`config.mk`:
```
export PLATFORM = sky130hd
export DESIGN_NAME = alu_operand_collector
export DESIGN_NICKNAME = d
export VERILOG_FILES = /design/src/rtl/alu_operand_collector.sv
export SDC_FILE = /design/constraint.sdc
export NUM_CORES = 1
export LEC_CHECK = 0
export CAP_MARGIN = 20
export CORE_ASPECT_RATIO = 1.1
export CORE_UTILIZATION = 46
export CTS_CLUSTER_DIAMETER = 40
export DETAILED_ROUTE_END_ITERATION = 8
export MAX_ROUTING_LAYER = met4
export PLACE_DENSITY = 0.8
export SETUP_SLACK_MARGIN = 0.15
export SKIP_LAST_GASP = 1
export SYNTH_ARGS = -nofsm -noshare
export SYNTH_HDL_FRONTEND = slang
export SYNTH_SLANG_ARGS = --single-unit
```
`constraint.sdc`:
```
create_clock -name clk -period 4.9 [get_ports clk]
set_clock_uncertainty 0.05 [all_clocks]
set_input_delay 0.98 -clock clk [delete_from_list [all_inputs] [get_ports clk]]
set_output_delay 0.98 -clock clk [all_outputs]
set_load 0.05 [all_outputs]
```
`src/rtl/alu_operand_collector.sv`:
```
// ALU operand collector: takes one decoded instruction and fetches its sources over one RF read port.
// Optional macro ALU_OC_WB_BYPASS_EN adds same-cycle writeback forwarding into operand capture.
package warp_pkg;
  parameter int DATA_WIDTH = 32;

  typedef enum logic [3:0] {
    OP_ADD  = 4'd0,
    OP_MUL  = 4'd1,
    OP_MAX  = 4'd2,
    OP_RELU = 4'd3,
    OP_FMA  = 4'd4
  } alu_opcode_e;
endpackage

module alu_operand_collector
  import warp_pkg::*;
#(
  parameter int DATA_WIDTH = warp_pkg::DATA_WIDTH,
  parameter int REG_ADDR_W = 5
) (
  input  logic                  clk,
  input  logic                  rst,
  input  logic                  in_valid,
  output logic                  in_ready,
  input  alu_opcode_e           in_opcode,
  input  logic [REG_ADDR_W-1:0] in_rs1,
  input  logic [REG_ADDR_W-1:0] in_rs2,
  input  logic [REG_ADDR_W-1:0] in_rs3,
  input  logic [REG_ADDR_W-1:0] in_rd,
  output logic                  rf_rd_en,
  output logic [REG_ADDR_W-1:0] rf_rd_addr,
  input  logic [DATA_WIDTH-1:0] rf_rd_data,
`ifdef ALU_OC_WB_BYPASS_EN
  input  logic                  wb_valid,
  input  logic [REG_ADDR_W-1:0] wb_addr,
  input  logic [DATA_WIDTH-1:0] wb_data,
`endif
  output logic                  out_valid,
  input  logic                  out_ready,
  output alu_opcode_e           out_opcode,
  output logic [DATA_WIDTH-1:0] out_operand1,
  output logic [DATA_WIDTH-1:0] out_operand2,
  output logic [DATA_WIDTH-1:0] out_operand3,
  output logic [REG_ADDR_W-1:0] out_rd,
  output logic                  busy
);

  typedef enum logic [1:0] {IDLE, FETCH, CAPTURE, ISSUE} state_e;

  function automatic logic [1:0] op_count(input alu_opcode_e op);
    case (op)
      OP_RELU:                return 2'd1;
      OP_ADD, OP_MUL, OP_MAX: return 2'd2;
      OP_FMA:                 return 2'd3;
      default:                return 2'd0;
    endcase
  endfunction

  state_e                         state_q, state_d;
  logic [1:0]                     idx_q, n_q, cap_idx_q;
  logic                           cap_vld_q;
  logic [REG_ADDR_W-1:0]          cap_addr_q;
  alu_opcode_e                    op_q;
  logic [2:0][REG_ADDR_W-1:0]     rs_q;
  logic [REG_ADDR_W-1:0]          rd_q;
  logic [2:0][DATA_WIDTH-1:0]     opnd_q;
  logic [DATA_WIDTH-1:0]          cap_data;
  logic [1:0]                     n_in;
  logic                           accept;

  assign n_in     = op_count(in_opcode);
  assign in_ready = (state_q == IDLE) || (state_q == ISSUE && out_ready);
  assign accept   = in_valid && in_ready;
  assign busy     = (state_q != IDLE);

`ifdef ALU_OC_WB_BYPASS_EN
  // A write landing in the capture cycle is newer than what the RF returned.
  assign cap_data = (wb_valid && wb_addr == cap_addr_q) ? wb_data : rf_rd_data;
`else
  assign cap_data = rf_rd_data;
`endif

  always_ff @(posedge clk or posedge rst) begin
    if (rst) state_q <= IDLE;
    else     state_q <= state_d;
  end

  always_comb begin
    state_d    = state_q;
    rf_rd_en   = 1'b0;
    rf_rd_addr = '0;
    out_valid  = 1'b0;
    case (state_q)
      IDLE:
        if (accept) state_d = (n_in == 2'd0) ? ISSUE : FETCH;
      FETCH: begin
        rf_rd_en   = 1'b1;
        rf_rd_addr = rs_q[idx_q];
        if (idx_q == n_q - 2'd1) state_d = CAPTURE;
      end
      CAPTURE: state_d = ISSUE;
      ISSUE: begin
        out_valid = 1'b1;
        if (out_ready) begin
          if (accept) state_d = (n_in == 2'd0) ? ISSUE : FETCH;
          else        state_d = IDLE;
        end
      end
      default: state_d = IDLE;
    endcase
  end

  // Read data returns one cycle after the strobe; cap_* remembers which slot it belongs to.
  always_ff @(posedge clk or posedge rst) begin
    if (rst) begin
      idx_q      <= '0;
      n_q        <= '0;
      cap_vld_q  <= 1'b0;
      cap_idx_q  <= '0;
      cap_addr_q <= '0;
      op_q       <= OP_ADD;
      rs_q       <= '0;
      rd_q       <= '0;
      opnd_q     <= '0;
    end else begin
      cap_vld_q  <= rf_rd_en;
      cap_idx_q  <= idx_q;
      cap_addr_q <= rf_rd_addr;
      if (cap_vld_q) opnd_q[cap_idx_q] <= cap_data;
      if (accept) begin
        op_q   <= in_opcode;
        rs_q   <= {in_rs3, in_rs2, in_rs1};
        rd_q   <= in_rd;
        n_q    <= n_in;
        idx_q  <= '0;
        opnd_q <= '0;
      end else if (rf_rd_en) begin
        idx_q  <= idx_q + 2'd1;
      end
    end
  end

  assign out_opcode   = op_q;
  assign out_operand1 = opnd_q[0];
  assign out_operand2 = opnd_q[1];
  assign out_operand3 = opnd_q[2];
  assign out_rd       = rd_q;

endmodule
```
# After elaboration in Yosys (flattened, before gate mapping)
# Cells that the tools add are included.
[totals]
reg_bits = 129
in_bits = 60
out_inout_bits = 114
wordCells = 60
[classes]
add_sub_neg = 2
magnitude_cmp = 3
eq_ne = 11
n_mux = 19
n_reduce_logical = 12
[op_table]
columns = ["cell", "count"]
rows = [
  ["96-bit 2-to-1 mux", 2],
  ["96-bit bitwise mux", 1],
  ["32-bit demux with 2-bit select", 1],
  ["32-bit 2-to-1 mux", 1],
  ["2-bit 2-to-1 mux", 7],
  ["5-bit binary-select mux with 2-bit select", 1],
  ["5-bit 2-to-1 mux", 2],
  ["4-bit by 2-bit equality test with 1-bit output, second input constant", 2],
  ["2-bit case mux with 4 select lines", 1],
  ["2-bit by 3-bit < comparator with 1-bit output, second input constant", 2],
  ["2-bit inequality test, second input constant", 3],
  ["2-bit case mux with 3 select lines", 1],
  ["2-bit nonzero test", 3],
  ["2-bit equality test, second input constant", 2],
  ["4-bit by 1-bit equality test with 1-bit output, second input constant", 1],
  ["4-bit by 3-bit equality test with 1-bit output, second input constant", 1],
  ["2-bit zero test", 2],
  ["4-bit zero test", 1],
  ["1-bit logical AND", 3],
  ["3-bit AND reduction", 1],
  ["3-bit OR reduction", 1],
  ["2-bit by 1-bit adder with 2-bit output, second input constant", 1],
  ["2-bit by 1-bit equality test with 1-bit output, second input constant", 1],
  ["2-bit equality test", 1],
  ["4 further kinds", 5],
]

# Longest topological paths before layout
# Gate-level depths: netlist (run 1).
[depth]
depth_word = 8
ltp_mapped = 6
mapped_depth_nobuf = 4

# Worst setup path after synthesis (run 1)
# OpenSTA, ideal clock, no wires.
[synth_timing]
path_type = "flip-flop to output port"
start = "register idx_q[0]"
end = "output rf_rd_addr[0]"
arrival_time_ns = 1.701
t_required_ns = 3.870
path_slack_ns = 2.169
stages_incl_launch_ff = 5
path_buffers = 1
path_cell_list = "dfrtp_1 -> clkbuf_1 -> nor2b_1 -> nand2_1 -> a21oi_1"
[synth_between]
elab_chain_cells = 3
[synth_rtl]
columns = ["item", "line_no", "text"]
rows = [
  ["start: declaration", "60", "logic [1:0] idx_q, n_q, cap_idx_q;"],
  ["start signal: assignment", "138", "idx_q <= idx_q + 2'd1;"],
  ["5-bit binary-select mux with 2-bit select", "98", "rf_rd_addr = rs_q[idx_q];"],
  ["5-bit 2-to-1 mux (implied by the code)", "98", ""],
  ["5-bit 2-to-1 mux", "93", "case (state_q)"],
  ["end: declaration", "31", "output logic [REG_ADDR_W-1:0] rf_rd_addr,"],
]
# Every way passes these cells. The select of a mux whose other input is x is not followed.

# Final worst setup path (run 1)
[layout_timing]
start = "input out_ready"
end = "output in_ready"
[layout_between]
elab_chain_cells = 2
[layout_rtl]
columns = ["item", "line_no", "text"]
rows = [
  ["start: declaration", "39", "input logic out_ready,"],
  ["1-bit logical AND", "72", "assign in_ready = (state_q == IDLE) || (state_q == ISSUE && out_ready);"],
  ["1-bit logical OR", "72", ""],
  ["end: declaration", "24", "output logic in_ready,"],
]
# Every way passes these cells.

==> results of run 1 <==
cells by family after synthesis:
family | count (synthesis) | synth area share, %
multiplexers | 32 | 6.65
AND/OR/NAND/NOR | 224 | 17.2
AO/OA/AOI/OAI | 108 | 10.6
flip-flops | 129 | 60.8
XOR/XNOR | 3 | 0.495
buffers and inverters | 39 | 4.01
adder cells (fa/ha/maj) | 1 | 0.189
synth_stat cells, drive strengths merged (3+ instances only):
cell,number,area (µm²)
mux2,26,293
nand2b,3,18.8
nand3b,4,30.0
buf,18,134
nand2,198,743
a21oi,103,515
nor2,3,11.3
mux2i,6,60.1
clkbuf,19,71.3
dfrtp,129,3230
or2,6,37.5
registers in the layout (all words and copies together), names as in the netlist:
| name | cells |
|---|---|
| out_opcode | 4 |
| cap_idx_q | 2 |
| out_operand3 | 32 |
| n_q | 2 |
| out_rd | 5 |
| out_operand1 | 32 |
| idx_q | 2 |
| state_q | 2 |
| rs_q | 15 |
| out_operand2 | 32 |
| cap_vld_q | 1 |
final cells by class:
class / count / share of cell area, %
clock inverter: 13 / 2.09
sequential: 129 / 41.9
timing repair buffer: 181 / 23.4
inverter: 2 / 0.130
multi-input combinational: 368 / 24.2
tap: 147 / 2.39
clock buffer: 19 / 5.87
layer usage:
metal	up-vias	part of all wire (%)	track usage (%)
li1	2076	-	-
met1	2217	41	30.1
met2	183	51	41.7
met3	12	7.3	8.08
met4	0	0.85	7.24
met5	-	0	-
path summary, 6_finish.rpt:
kind,endpoint,depth (start not counted)
max,in_ready,4
min,out_opcode[3],1
max reg2reg,out_operand1[18],4
min reg2reg,out_opcode[3],1
max in group asynchronous,out_operand2[5],3
min in group asynchronous,out_operand3[27],3
layout by cell type (no fill, tap or decap), types with 4 or more instances in the layout:
| cell | count |
|---|---|
| sky130_fd_sc_hd__a21oi_1 | 103 |
| sky130_fd_sc_hd__clkbuf_16 | 17 |
| sky130_fd_sc_hd__buf_4 | 7 |
| sky130_fd_sc_hd__nand2_1 | 198 |
| sky130_fd_sc_hd__or2_2 | 5 |
| sky130_fd_sc_hd__clkinvlp_4 | 4 |
| sky130_fd_sc_hd__dfrtp_1 | 129 |
| sky130_fd_sc_hd__clkdlybuf4s50_1 | 173 |
| sky130_fd_sc_hd__nand3b_1 | 4 |
| sky130_fd_sc_hd__mux2_2 | 25 |
| sky130_fd_sc_hd__mux2i_1 | 6 |
report_power, final:
group | internal [W] | switching (W) | leakage, nW
Clock | 0.000825 | 0.000459 | 0.291
Sequential | 0.00150 | 0.000284 | 1.67
Combinational | 0.00104 | 0.00203 | 1.31
per-stage QoR:
| step | cells | instance area (µm²) | power [W] | hold slack, ps | setup WS, ps |
|---|---|---|---|---|---|
| after floorplan | 536 | 5310 | 0.00385 | 299 | 429 |
| after global placement | 827 | 7100 | 0.00479 | 427 | 1340 |
| after detailed placement | 827 | 7100 | 0.00487 | 445 | 1330 |
| after CTS | 859 | 7710 | 0.00618 | 458 | 1310 |
| after global routing | 859 | 7710 | 0.00644 | 474 | 1250 |
| final | 859 | 7710 | 0.00614 | 455 | 1310 |
==> impl_metrics.toml, run 1 <==
[run_status]
status = "completed"

[floorplanning]
chipHeight_um = 115
start_util_pct = 48.0
core_um2 = 11100
row_count = 40
design.portCount = 174
dieArea_um2 = 12000
dieWidth_um = 104

[placement]
detailed_place_hpwl_mm = 9.04
buffer_ports.inserted = 173
finalWeightedCongestion = 0.847

[timing]
timing_hold_violations_final = 0
max_freq_ghz = 0.279
finalCriticalPeriod_ps = 3590
timing.slew.headroom_pct = 34.1
post-route-period-util_pct = 73.2
pin_slew_with_the_least_headroom_to_its_limit_ps = 986
finalSetupViolCount = 0
drv_slew = 0
totalNegativeSetupSlack_ps = 0
rsz_0062_raised_after_global_routing = "no"

[clock_tree]
cts_hold_buf = 0
cts.reportedPaths.clkPinSlew_ps = 50
cts.repair.resized = 0
tritoncts.num_buffers = 17
cts-root-to-sink-buffers = 2
clock_insertion_delay_worst_skew_ps = 410
cts_htree_levels = 4
postCtsSetupRepairBufs = 0
cts.sink_count = 129
tritoncts = "done"
clock_tree.root_cell = "sky130_fd_sc_hd__clkbuf_16"

[setup_path]
critical-path-slowest-cell = "sky130_fd_sc_hd__clkdlybuf4s50_1"
cp_max_fo = 3
worst-path-buf-inv = 2
critical_path.max_stage_delay_ps = 800
critical_path.reg2reg.startpoint = "state_q[0]"
crit_required_ps = 3870
timing.critical_path.from_type = "primary input"
crit_chain = "clkdlybuf4s50_1 -> nand3_1 -> nand2_1 -> clkdlybuf4s50_1"
worst_setup_path_end_kind = "output port"
arrival_time_worst_endpoint_ps = 2560
worst-r2r-setup-slack_ps = 2390
worst_path_most_repeated_cell = "sky130_fd_sc_hd__clkdlybuf4s50_1"
criticalPathCategory = "in2out"
timing.critical_path.max_delay_family = "buffers and inverters"
crit_path_start = "out_ready"

[synth]
synth_sequential_area_ratio_pct = 60.8
postSynthNetCount = 596
ys.flop_type = "sky130_fd_sc_hd__dfrtp_1"
synthesis.yosys.warnings = 0
postSynth.asyncResetShare_pct = 100
post_synth_instance_area_um2 = 5310
netlist-cell-type-count = 31
syn-instance-count = 536
number_of_enable_type_register_cells_in_the_synthesized_netlist = 0
postSynthRegisterBits = 129
synth_area_per_cell_um2 = 9.90

[routing]
dr.pass1.iters = 4
drtAntennaViolNets = 0
via_count = 4488
wire_per_inst_um = 16.1
initialDrtViolationCount = 297
drc = 0
route.final.wire_length_mm = 13.8
route.detailed.vias_per_inst = 5.22

[global_routing]
grt_max_degree = 130
grt_pass1_vias = 4542
global_route_wire_length_before_repair_mm = 22.7
grt_antenna_before_repair = 0
grt_use_total_pct = 25.4
global_route.overflow_total = 0

[final_layout]
layout-drive-gt1-share_pct = 10.5
sequential_cell_area_um2 = 3230
num-fill-cells = 831
multi_input_comb_area_um2 = 1870
area_delta_synth_final_pct = 45.3
finalNetCount = 759
num_antenna_cells = 0
final_util_pct = 69.7

[power]
leakagePower_nw = 3.27
power-per-cell-area_nw_per_um2 = 796
max_rail_drop_vdd_v = 0.000372

[flow_run]
drv_cap = 0

[worst_hold_path]
worst_hold_path_type = "reg2reg"
holdCritStartpoint = "out_opcode[3]"
Power figures use the tool's default switching activity.
==> run 2: changes to the inputs <==
CORE_UTILIZATION = 42   (was 46)
PLACE_DENSITY = 0.77   (was 0.8)
clock period = 3 ns   (was 4.9 ns; I/O delays follow)
==> impl_metrics.toml, run 2 (same netlist as run 1, synthesis figures left out) <==
[global_routing]
grt_max_degree = 130
grt_pass1_vias = 4623
grt_use_total_pct = 23.1
grt_antenna_before_repair = 0
global_route.overflow_total = 0
global_route_wire_length_before_repair_mm = 22.3

[timing]
finalSetupViolCount = 0
totalNegativeSetupSlack_ps = 0
drv_slew = 0
pin_slew_with_the_least_headroom_to_its_limit_ps = 766
timing.slew.headroom_pct = 48.9
finalCriticalPeriod_ps = 2580
hold_slack_ps = 455
post-route-period-util_pct = 86.1
timing_hold_violations_final = 0
max_freq_ghz = 0.387
rsz_0062_raised_after_global_routing = "no"
finalWorstSetupSlack_ps = 417

[floorplanning]
core_um2 = 12200
dieArea_um2 = 13100
row_count = 42
design.portCount = 174
dieWidth_um = 109
chipHeight_um = 120
start_util_pct = 43.5

[clock_tree]
clock_tree.root_cell = "sky130_fd_sc_hd__clkbuf_16"
tritoncts = "done"
cts_hold_buf = 0
cts_htree_levels = 4
tritoncts.num_buffers = 17
clock_insertion_delay_worst_skew_ps = 400
cts.sink_count = 129
cts.reportedPaths.clkPinSlew_ps = 60
cts-root-to-sink-buffers = 2
postCtsSetupRepairBufs = 0

[final_layout]
stdcell_area_um2 = 7740
most_common_cell_after_layout_fill_and_taps_aside = "sky130_fd_sc_hd__nand2_1"
area_delta_synth_final_pct = 46.0
final_util_pct = 63.5
num_antenna_cells = 0
finalNetCount = 762
layout-drive-gt1-share_pct = 11.4
most-common-layout-cells = "sky130_fd_sc_hd__nand2_1 (198), sky130_fd_sc_hd__clkdlybuf4s50_1 (166), sky130_fd_sc_hd__dfrtp_1 (129)"

[placement]
placed_cell_area_um2 = 7150
detailed_place_hpwl_mm = 9.36
finalWeightedCongestion = 0.812
place_ws_ps = 375
buffer_ports.inserted = 173

[setup_path]
timing.critical_path.from_type = "flop"
arrival_time_worst_endpoint_ps = 1930
cp_max_fo = 11
crit_required_ps = 2350
worst_setup_path_end_kind = "output port"
criticalPathCategory = "reg2out"

[flow_run]
drv_cap = 0

[routing]
dr.pass1.iters = 4
via_count = 4414
route.final.wire_length_mm = 13.9
initialDrtViolationCount = 232
drtAntennaViolNets = 0
drc = 0
wire_per_inst_um = 16.0
route.detailed.vias_per_inst = 5.09

[power]
leakagePower_nw = 3.31
power-per-cell-area_nw_per_um2 = 1300
max_rail_drop_vdd_v = 0.000872

[run_status]
status = "completed"

[worst_hold_path]
worst_hold_path_type = "reg2reg"
[run 2: changes by cell type in the layout (fill, tap and decap cells not counted), sizes merged]
cell	change
clkdlybuf4s50	-7
clkbuf	+6
buf	+4
clkinv	-4
bufinv	+1
clkinvlp	+1
dlymetal6s2s	+1
inv	-1
[run 2: cell type report]
type	instances	area [µm²]
Clock buffer	20	457
Clock inverter	10	160
Fill cell	985	4450
Inverter	2	11.3
Multi-Input combinational cell	368	1870
Sequential cell	129	3230
Tap cell	154	193
Timing Repair Buffer	184	1830
[run 2: routing by layer]
metal	vias to the layer above	global-route usage [%]	part of all wire [%]
met1	2141	28.0	41
met2	173	37.1	51
li1	2082	-	-
met4	0	8.28	1.3
met5	-	-	0
met3	18	5.76	7.3
[run 2: where the power goes]
part           internal, W  switching [W]  leakage, nW
registers          0.00244       0.000459         1.67
clock network      0.00142       0.000727        0.290
logic              0.00169        0.00332         1.34
total              0.00556        0.00451         3.31
[run 2: worst max-delay path, cell delays in order, from the launching register on]
cell                       delay (ps)
sky130_fd_sc_hd__dfrtp_1          550
sky130_fd_sc_hd__nor2b_1          380
sky130_fd_sc_hd__nand2_1          120
sky130_fd_sc_hd__a21oi_1          180
sky130_fd_sc_hd__clkbuf_2         300
[run 2: through the flow]
stage          total power [W]  instances
6_report                0.0101        867
5_1_grt                 0.0106        867
4_1_cts                 0.0102        867
3_5_place_dp           0.00800        837
3_3_place_gp           0.00787        837
2_1_floorplan          0.00628        536
[run 2: worst paths after layout]
path	start	end	slack [ps]	cells past startpoint
min in group asynchronous	rst	out_opcode[2]	670	3
setup reg to reg	state_q[0]	out_operand3[26]	1060	5
max in group asynchronous	rst	out_operand2[25]	1680	3
setup / recovery	idx_q[0]	rf_rd_addr[4]	420	4
hold reg to reg	out_rd[4]	out_rd[4]	460	1
hold / removal	out_rd[4]	out_rd[4]	460	1
[run 2: timing repair]
item / 4_1_cts / 5_1_grt
endpoints found under the hold margin: 0 / 0
setup endpoints to repair: 5 / 6
gates resized for setup: 5 / 11
==> run 3: changes to the inputs <==
GPL_ROUTABILITY_DRIVEN = 0   (was default)
==> results of run 3 <==
The final DEF is identical to that of run 2; final timing and power are the same.
